<file path="src/rtl/muldiv_pkg.sv">
// Shared encodings for the iterative multiply/divide unit: operation codes,
// FSM states and a small signedness helper.
package muldiv_pkg;

  typedef enum logic [1:0] {
    OP_MULT  = 2'b00,
    OP_MULTU = 2'b01,
    OP_DIV   = 2'b10,
    OP_DIVU  = 2'b11
  } op_e;

  typedef enum logic [1:0] {
    IDLE = 2'b00,
    MUL  = 2'b01,
    DIV  = 2'b10,
    DONE = 2'b11
  } state_e;

  function automatic logic is_signed_op(input op_e op);
    return (op == OP_MULT) || (op == OP_DIV);
  endfunction

endpackage

</file>
<file path="src/rtl/muldiv_if.sv">
// Request/result bundle between the execute stage and the multiply/divide unit.
interface muldiv_if
  import muldiv_pkg::*;
#(
  parameter int WIDTH = 32
);

  logic             start;
  op_e              op;
  logic [WIDTH-1:0] srca;
  logic [WIDTH-1:0] srcb;
  logic             cancel;
  logic             busy;
  logic             done;
  logic [WIDTH-1:0] hi;
  logic [WIDTH-1:0] lo;
  logic             divzero;

  modport master (
    output start, op, srca, srcb, cancel,
    input  busy, done, hi, lo, divzero
  );

  modport slave (
    input  start, op, srca, srcb, cancel,
    output busy, done, hi, lo, divzero
  );

endinterface

</file>
<file path="src/rtl/muldiv_signfix.sv">
// Combinational sign handling: operand magnitudes going in, and sign
// correction of the unsigned iteration result coming out.
module muldiv_signfix
  import muldiv_pkg::*;
#(
  parameter int WIDTH = 32
) (
  input  op_e                op,
  input  logic [WIDTH-1:0]   srca,
  input  logic [WIDTH-1:0]   srcb,
  output logic [WIDTH-1:0]   a_mag,
  output logic [WIDTH-1:0]   b_mag,
  output logic               a_neg,
  output logic               b_neg,
  input  op_e                fix_op,
  input  logic               fix_a_neg,
  input  logic               fix_b_neg,
  input  logic [2*WIDTH-1:0] raw,
  output logic [WIDTH-1:0]   fix_hi,
  output logic [WIDTH-1:0]   fix_lo
);

  logic [2*WIDTH-1:0] prod_fixed;
  logic [WIDTH-1:0]   raw_hi;
  logic [WIDTH-1:0]   raw_lo;
  logic               quo_neg;

  always_comb begin
    a_neg = is_signed_op(op) && srca[WIDTH-1];
    b_neg = is_signed_op(op) && srcb[WIDTH-1];
    a_mag = a_neg ? (-srca) : srca;
    b_mag = b_neg ? (-srcb) : srcb;
  end

  // Remainder takes the dividend's sign; quotient and product take the xor.
  always_comb begin
    raw_hi     = raw[2*WIDTH-1:WIDTH];
    raw_lo     = raw[WIDTH-1:0];
    quo_neg    = fix_a_neg ^ fix_b_neg;
    prod_fixed = quo_neg ? (-raw) : raw;
    if (fix_op[1]) begin
      fix_hi = fix_a_neg ? (-raw_hi) : raw_hi;
      fix_lo = quo_neg ? (-raw_lo) : raw_lo;
    end else begin
      fix_hi = prod_fixed[2*WIDTH-1:WIDTH];
      fix_lo = prod_fixed[WIDTH-1:0];
    end
  end

endmodule

</file>
<file path="src/rtl/muldiv_unit.sv">
// Iterative multiply/divide unit: radix-2 shift-add multiply and restoring
// divide, one bit per cycle, with hi/lo results held until the next completion.
module muldiv_unit
  import muldiv_pkg::*;
#(
  parameter int WIDTH = 32
) (
  input logic     clk,
  input logic     reset,
  muldiv_if.slave bus
);

  localparam int CW = (WIDTH > 1) ? $clog2(WIDTH) : 1;
  localparam logic [CW-1:0] LAST_ITER = CW'(WIDTH - 1);

  state_e             state;
  state_e             state_next;
  op_e                op_q;
  logic [WIDTH-1:0]   srca_q;
  logic [WIDTH-1:0]   b_mag_q;
  logic               a_neg_q;
  logic               b_neg_q;
  logic [2*WIDTH:0]   acc;
  logic [2*WIDTH:0]   acc_step;
  logic [CW-1:0]      count;
  logic               accept;
  logic               finish;
  logic               zero_div;
  logic [WIDTH-1:0]   hi_q;
  logic [WIDTH-1:0]   lo_q;
  logic               divzero_q;

  logic [WIDTH-1:0]   a_mag;
  logic [WIDTH-1:0]   b_mag;
  logic               a_neg;
  logic               b_neg;
  logic [WIDTH-1:0]   fix_hi;
  logic [WIDTH-1:0]   fix_lo;

  logic [WIDTH:0]     add_sum;
  logic [WIDTH:0]     rem_shift;
  logic [WIDTH:0]     rem_diff;

  muldiv_signfix #(.WIDTH(WIDTH)) u_signfix (
    .op        (bus.op),
    .srca      (bus.srca),
    .srcb      (bus.srcb),
    .a_mag     (a_mag),
    .b_mag     (b_mag),
    .a_neg     (a_neg),
    .b_neg     (b_neg),
    .fix_op    (op_q),
    .fix_a_neg (a_neg_q),
    .fix_b_neg (b_neg_q),
    .raw       (acc_step[2*WIDTH-1:0]),
    .fix_hi    (fix_hi),
    .fix_lo    (fix_lo)
  );

  // acc is {partial product, multiplier} for MUL and {remainder, quotient} for DIV.
  always_comb begin
    add_sum   = acc[2*WIDTH:WIDTH] + (acc[0] ? {1'b0, b_mag_q} : '0);
    rem_shift = {acc[2*WIDTH-1:WIDTH], acc[WIDTH-1]};
    rem_diff  = rem_shift - {1'b0, b_mag_q};
    if (state == MUL) begin
      acc_step = {add_sum, acc[WIDTH-1:0]} >> 1;
    end else if (rem_diff[WIDTH]) begin
      acc_step = {rem_shift, acc[WIDTH-2:0], 1'b0};
    end else begin
      acc_step = {rem_diff, acc[WIDTH-2:0], 1'b1};
    end
  end

  always_ff @(posedge clk) begin
    if (!reset) begin
      state <= IDLE;
    end else begin
      state <= state_next;
    end
  end

  always_comb begin
    state_next = state;
    accept     = 1'b0;
    finish     = 1'b0;
    zero_div   = 1'b0;
    unique case (state)
      IDLE, DONE: begin
        state_next = IDLE;
        if (bus.start && !bus.cancel) begin
          accept     = 1'b1;
          state_next = bus.op[1] ? DIV : MUL;
        end
      end
      MUL: begin
        if (bus.cancel) begin
          state_next = IDLE;
        end else if (count == LAST_ITER) begin
          finish     = 1'b1;
          state_next = DONE;
        end
      end
      DIV: begin
        if (bus.cancel) begin
          state_next = IDLE;
        end else if (b_mag_q == '0) begin
          zero_div   = 1'b1;
          state_next = DONE;
        end else if (count == LAST_ITER) begin
          finish     = 1'b1;
          state_next = DONE;
        end
      end
    endcase
  end

  always_ff @(posedge clk) begin
    if (!reset) begin
      op_q      <= OP_MULT;
      srca_q    <= '0;
      b_mag_q   <= '0;
      a_neg_q   <= 1'b0;
      b_neg_q   <= 1'b0;
      acc       <= '0;
      count     <= '0;
      hi_q      <= '0;
      lo_q      <= '0;
      divzero_q <= 1'b0;
    end else begin
      if (accept) begin
        op_q    <= bus.op;
        srca_q  <= bus.srca;
        b_mag_q <= b_mag;
        a_neg_q <= a_neg;
        b_neg_q <= b_neg;
        acc     <= {{(WIDTH + 1){1'b0}}, a_mag};
        count   <= '0;
      end else if ((state == MUL) || (state == DIV)) begin
        acc   <= acc_step;
        count <= count + 1'b1;
      end
      // Results only move on entry to DONE; a cancel leaves them untouched.
      if (finish) begin
        hi_q      <= fix_hi;
        lo_q      <= fix_lo;
        divzero_q <= 1'b0;
      end else if (zero_div) begin
        hi_q      <= srca_q;
        lo_q      <= '1;
        divzero_q <= 1'b1;
      end
    end
  end

  assign bus.busy    = (state == MUL) || (state == DIV);
  assign bus.done    = (state == DONE);
  assign bus.hi      = hi_q;
  assign bus.lo      = lo_q;
  assign bus.divzero = divzero_q;

endmodule

</file>
<file path="src/flat_wrapper.sv">
// flat-port wrapper written by rule: the top's interface ports become plain ports
module muldiv_unit_flat import muldiv_pkg::*;
#(
  parameter int WIDTH = 32
)
  (clk, reset, bus_start, bus_op, bus_srca, bus_srcb, bus_cancel, bus_busy, bus_done, bus_hi, bus_lo, bus_divzero);
  muldiv_if #(.WIDTH(WIDTH)) bus_i ();
  input logic clk;
  input logic reset;
  input wire logic [$bits(bus_i.start)-1:0] bus_start;
  input wire logic [$bits(bus_i.op)-1:0] bus_op;
  input wire logic [$bits(bus_i.srca)-1:0] bus_srca;
  input wire logic [$bits(bus_i.srcb)-1:0] bus_srcb;
  input wire logic [$bits(bus_i.cancel)-1:0] bus_cancel;
  output wire logic [$bits(bus_i.busy)-1:0] bus_busy;
  output wire logic [$bits(bus_i.done)-1:0] bus_done;
  output wire logic [$bits(bus_i.hi)-1:0] bus_hi;
  output wire logic [$bits(bus_i.lo)-1:0] bus_lo;
  output wire logic [$bits(bus_i.divzero)-1:0] bus_divzero;
  assign bus_i.start = bus_start;
  assign bus_i.op = bus_op;
  assign bus_i.srca = bus_srca;
  assign bus_i.srcb = bus_srcb;
  assign bus_i.cancel = bus_cancel;
  assign bus_busy = bus_i.busy;
  assign bus_done = bus_i.done;
  assign bus_hi = bus_i.hi;
  assign bus_lo = bus_i.lo;
  assign bus_divzero = bus_i.divzero;
  muldiv_unit #(.WIDTH(WIDTH)) u_core (.clk(clk), .reset(reset), .bus(bus_i));
endmodule
</file>
<file path="config.mk">
export PLATFORM = sky130hd
export DESIGN_NAME = muldiv_unit_flat
export DESIGN_NICKNAME = d
export VERILOG_FILES = /design/src/rtl/muldiv_pkg.sv /design/src/rtl/muldiv_if.sv /design/src/rtl/muldiv_signfix.sv /design/src/rtl/muldiv_unit.sv /design/src/flat_wrapper.sv
export SDC_FILE = /design/constraint.sdc
export NUM_CORES = 1
export LEC_CHECK = 0
export CORE_MARGIN = 2
export CORE_UTILIZATION = 43
export CTS_BUF_LIST = sky130_fd_sc_hd__clkbuf_4 sky130_fd_sc_hd__clkbuf_8
export DETAILED_ROUTE_END_ITERATION = 16
export GPL_ROUTABILITY_DRIVEN = 0
export PLACE_DENSITY = 0.61
export SLEW_MARGIN = 20
export SYNTH_ARGS = -nofsm -noshare
export SYNTH_HDL_FRONTEND = slang
export SYNTH_SLANG_ARGS = --single-unit
</file>
<file path="constraint.sdc">
create_clock -name clk -period 8.2 [get_ports clk]
set_input_delay 0.82 -clock clk [delete_from_list [all_inputs] [get_ports clk]]
set_output_delay 0.82 -clock clk [all_outputs]
set_load 0.01 [all_outputs]
</file>
# ---- After elaboration in Yosys (flattened, before gate mapping)
# Cells that the tools add are included.
dict set report word_totals {
  reg_bits 205
  in_bits 70
  output_inout_bits 67
  wordCells 74
}
dict set report op_classes {
  n_bitwise 2
  n_eq_ne 5
  n_reduce_logical 14
  n_mux 33
  n_addsub 8
}
# cell count
set ops {}
lappend ops {{32-bit two-way mux} 13}
lappend ops {{65-bit two-way mux} 2}
lappend ops {{32-bit negator} 4}
lappend ops {{64-bit two-way mux} 1}
lappend ops {{64-bit negator} 1}
lappend ops {{33-bit by 32-bit adder with 33-bit output} 1}
lappend ops {{33-bit by 32-bit subtractor with 33-bit output} 1}
lappend ops {{32-bit logical NOT} 1}
lappend ops {{2-bit two-way mux} 6}
lappend ops {{1-bit two-way mux} 9}
lappend ops {{2-bit == test (second input constant)} 3}
lappend ops {{2-bit case mux with 3 select lines} 1}
lappend ops {{2-bit OR reduction} 3}
lappend ops {{5-bit by 1-bit adder with 5-bit output (second input constant)} 1}
lappend ops {{5-bit == test (second input constant)} 1}
lappend ops {{2-bit logical NOT} 2}
lappend ops {{2-bit nonzero test} 2}
lappend ops {{1-bit logical AND} 3}
lappend ops {{2-bit by 1-bit == test with 1-bit output (second input constant)} 1}
lappend ops {{1-bit logical OR} 2}
lappend ops {{1-bit case mux with 2 select lines} 1}
lappend ops {{1-bit logical NOT} 1}
lappend ops {{1-bit NOT} 1}
lappend ops {{1-bit XOR} 1}

# ---- Logic depth before layout (Yosys ltp)
dict set report depth {
  ltp_word 7
  ltp_mapped 29
  ltp_nobuf 27
}

# ---- Cells and area by module
# A second synthesis with hierarchy kept.
dict set report hier_totals {
  hier_cells 2114
  hier_area_um2 16219.3
}
# mod n_inst area_each_um2 cells_each seq_area_each_um2
set modules_own_cells {}
lappend modules_own_cells {muldiv_unit 1 13023.7 1608 4103.9}
lappend modules_own_cells {muldiv_signfix 1 3195.6 506 0.0}

# ---- Least setup slack after synthesis
# OpenSTA, ideal clock, no wires.
dict set report synth_path {
  kind {register to register}
  startpoint {register u_core.acc[31]}
  endpoint {register u_core.hi_q[20] (netlist: u_core.bus.hi[20])}
  setup_slack_ns 2.025
  arrival_ns 6.046
  period_less_slack_ns 6.175
  stages_incl_launch_ff 29
  t_required_ns 8.071
  path_buffers 2
  setup_time_ns 0.129
  path_cell_list {dfxtp_1 inv_1 ha_1 inv_1 fa_1 a21o_1 a221o_1 a31oi_2 a21oi_1 o31ai_1 o21ai_0 a21o_1 a21o_1 ha_1 clkbuf_1 inv_1 clkbuf_1 nor2_1 a21oi_1 ha_1 o21ai_0 nor4_1 nand4b_1 nor2_2 nor3_1 or3_1 o21ai_0 xor2_1 o22ai_1}
}
dict set report synth_between {
  elab_chain_cells 7
  elab_cells_between_ends 9
  classes_between {add/sub: 3; mux: 6}
}
# item line_no
set synth_lines {}
lappend synth_lines {{start, declared} muldiv_unit.sv:23} ;# logic [2*WIDTH:0] acc;
lappend synth_lines {{start signal, assigned} muldiv_unit.sv:136} ;# acc <= {{(WIDTH + 1){1'b0}}, a_mag};
lappend synth_lines {{start signal, assigned} muldiv_unit.sv:139} ;# acc <= acc_step;
lappend synth_lines {{33-bit by 32-bit subtractor with 33-bit output} muldiv_unit.sv:64} ;# rem_diff = rem_shift - {1'b0, b_mag_q};
lappend synth_lines {{65-bit two-way mux} muldiv_unit.sv:67} ;# end else if (rem_diff[WIDTH]) begin
lappend synth_lines {{65-bit two-way mux *} muldiv_unit.sv:65} ;# if (state == MUL) begin
lappend synth_lines {{64-bit negator / 32-bit negator (equally long branches)} {muldiv_signfix.sv:40, muldiv_signfix.sv:42}}
lappend synth_lines {{64-bit two-way mux / 32-bit two-way mux (equally long branches)} {muldiv_signfix.sv:40, muldiv_signfix.sv:42}}
lappend synth_lines {{32-bit two-way mux *} muldiv_signfix.sv:41} ;# if (fix_op[1]) begin
lappend synth_lines {{32-bit two-way mux *} muldiv_unit.sv:143} ;# if (finish) begin
lappend synth_lines {{end signal, assigned} muldiv_unit.sv:144} ;# hi_q <= fix_hi;
lappend synth_lines {{end signal, assigned} muldiv_unit.sv:148} ;# hi_q <= srca_q;
lappend synth_lines {{end, declared} muldiv_unit.sv:29} ;# logic [WIDTH-1:0] hi_q;
# Mark *: on every way between the ends. The rest lies on a longest branch, timed or not.
# A chain may end at the register's enable or synchronous reset.

# ---- Final worst setup path
dict set report layout_path {
  startpoint {register u_core.acc[31]}
  endpoint {register u_core.hi_q[18] (netlist: u_core.bus.hi[18])}
}
# The elaborated chain is that of the path after synthesis.

==> summary.md <==
| Metric | Value |
|---|---|
| Status | `complete, no violations` |
| Buffers on Ports | `136` |
| WHS Endpoint | `u_core.srca_q[16]$_SDFFE_PN0P_` |
| Die Area | `39400 um^2` |
| Tmin final | `7060 ps` |
| Final nets | `2346` |
| Top cell type's share of synthesized area | `between 20% and 30%` |
| Rel. slew slack | `~34%` |
| Share of cells above drive strength 1 | `under 10%` |
| Fmax | `142 MHz` |
| Vias in the first global route | `roughly 15000` |
| Post-synth top cells | `a21oi_1, nor2_1, dfxtp_1, nand2_1, o21ai_0` |
| Reg2Reg Depth | `27` |
| Leakage | `7.07 nW` |
| FP Rows | `between 70 and 80` |
| Die W | `slightly below 200 um` |
| Fin crit share | `86.1%` |
| Clock Sinks | `204` |
| CP Data Arrival Time | `~7500 ps` |
| Global-route wire length before repair | `90100 um` |
| Vias per inst | `6.14` |
| Critical path type | `reg -> reg` |
| HP Class | `reg -> reg` |
| Post-synth ARST share | `0%` |
| Clock Tree Buf Depth | `3` |
| Post-synth EDFFs | `0` |
| CP Launch Type | `register` |
| Total CTS buffers | `39` |
| Post-route cell area | `18800 um^2` |
| Die height | `199 um` |
| P&R area growth vs syn | `15.4%` |
| CTS Root Cell | `clkbuf_8` |
| Slew Limit Fails | `0` |
| Worst-path clk slew | `70 ps` |
| Largest cells by area after synthesis | `dfxtp_1, a21oi_1, ha_1` |
| Clk_lat worst skew | `a little over 600 ps` |
| # diodes | `0` |
| Starting DRT DRC Count | `between 1500 and 2000` |
| HP Start | `u_core.srca_q[16]$_SDFFE_PN0P_` |
| Critical Path Sink Type | `register` |
| WP data required | `8660 ps` |
| Register area share after synthesis | `25.1%` |
| Yosys warnings | `0` |
| Power Density | `167 nW/um^2` |
| Post-synth top area cell | `dfxtp_1` |
| Clock skew | `49.3 ps` |
| Synth Flop Type | `dfxtp_1` |
| CP startpoint | `u_core.acc[31]$_SDFFE_PN0P_` |
| Most common cell in the synthesized netlist | `a21oi_1` |
| MaxCap Viol Count | `0` |
| Cell variety after synth | `105` |
| Avg Cell Area, Syn | `7.64 um^2` |
| Hold buffers post-CTS | `0` |
| CTS tree | `yes` |
| # IOs | `137` |
| Total negative setup slack | `0 ps` |
| Pre-antenna DRT Iters | `5` |
| Synthesized area | `between 15000 and 20000 um^2` |
| R2r endpoint | `u_core.bus.hi[18]$_SDFFE_PN0P_` |
| Synthesized instance count | `about 2100` |
| Average routed wire per standard cell | `~21 um` |
| # H-tree levels | `2` |
| GRT overflow | `0` |
| Initial Util | `43.4%` |
| Mapped Nets | `2276` |
| Routed Antenna Nets | `0` |
| Setup violators final | `0` |
| Crit path max fanout | `12` |
| Reg2Reg Setup Slack | `1140 ps` |
| Total GRT Usage | `29.4%` |
| Setup repair bufs after CTS | `0` |
| Hold Path Depth | `2` |
| Final Hold Vio Count | `0` |
| Initial antenna violation count | `0` |
| Peak supply drop | `0.000105 V` |
| Worst reg2reg startpoint | `u_core.acc[31]$_SDFFE_PN0P_` |
| Synthesized flop and latch total | `204` |
| Slowest-stage cell, CP | `nor4_1` |
| Area of placed instances | `17900 um^2` |
| RSZ-0062 raised after global routing | `false` |
| Final wirelength | `58700 um` |
| Maximum number of pins on one net before global-route repair | `77` |
| Slew @ Worst Pin | `992 ps` |
| Via count | `16800` |
| # DRC | `0` |
| Cells resized by post-CTS repair | `0` |
| Dpl hpwl | `43200 um` |
| Core area | `37500 um^2` |
| CP peak stage delay | `520 ps` |
-- logic make-up (layout without fill, tap and decap cells) --
kind of cell	Yosys count	in the layout	synth area share (%)
AO/OA/AOI/OAI	697	697	29.2
XOR/XNOR	134	134	7.21
buffers and inverters	204	304	5.18
flip-flops	204	204	25.1
adder cells (fa/ha/maj)	76	76	5.93
AND/OR/NAND/NOR	726	726	21.8
multiplexers	89	89	5.59
-- registers in the layout (all words and copies together), names as in the netlist --
name                cells
u_core.a_neg_q          1
u_core.acc             65
u_core.b_mag_q         32
u_core.b_neg_q          1
u_core.bus.divzero      1
u_core.bus.hi          32
u_core.bus.lo          32
u_core.count            5
u_core.op_q             1
u_core.srca_q          32
u_core.state            2
-- metal layers --
metal / track usage [%] / share of wire [%] / vias up
li1: - / - / 7998
met1: 41.3 / 45 / 7989
met2: 44.6 / 43 / 746
met3: 5.88 / 8.6 / 102
met4: 10.0 / 3.2 / 0
met5: 0 / 0 / -
-- worst max-delay path, delay by kind of cell (launching register included) --
kind	cells	cell delay [ps]
AO/OA/AOI/OAI	13	3040
XOR/XNOR	1	140
adder cells (fa/ha/maj)	4	1320
buffers and inverters	3	270
flip-flops	1	340
multiplexers	1	250
AND/OR/NAND/NOR	5	1560
-- report_power, final --
group	switching [mW]	internal, mW
clock network	0.488	0.640
registers	0.0531	1.03
logic	0.588	0.340
total	1.13	2.01
-- cell usage in the layout, fill, tap and decap left out, types with 29 or more instances in the layout --
cell,count
nor3_1,69
a211oi_1,74
and2_1,42
inv_1,68
a21oi_1,234
nor2_1,212
clkdlybuf4s50_1,135
clkbuf_8,49
xnor2_1,85
nor4_1,29
o21ai_0,96
ha_1,72
nand2_1,200
mux2i_1,76
dfxtp_1,204
xor2_1,49
o31ai_1,34
-- layout make-up --
cell class                 instances  area (um^2)
fill                            3742        18700
multi-input combinational       1722        11400
sequential                       204         4080
timing repair buffer             162         1550
clock buffer                      56          727
tap                              511          639
inverter                          71          268
clock inverter                    15          138
-- how the worst max path moves through the flow --
stage               cells after the start                             end
finish                                 27  u_core.bus.hi[18]$_SDFFE_PN0P_
global route                           27  u_core.bus.hi[18]$_SDFFE_PN0P_
CTS                                    27  u_core.bus.hi[18]$_SDFFE_PN0P_
detailed placement                     27  u_core.bus.hi[18]$_SDFFE_PN0P_
global placement                       27  u_core.bus.hi[18]$_SDFFE_PN0P_
floorplan                              28  u_core.bus.hi[20]$_SDFFE_PN0P_
-- through the flow --
step	hold WS (ps)	util, %	cells	worst slack (ps)	power [mW]
after detailed placement	448	47.8	2670	1270	2.00
after floorplan	433	-	2130	2030	1.72
after global routing	477	50.1	2741	470	3.28
final	456	50.1	2741	1140	3.14
after CTS	456	50.1	2741	1230	3.14
after global placement	442	47.8	2670	1540	2.00
No activity file was read; power rests on OpenSTA's default activity.
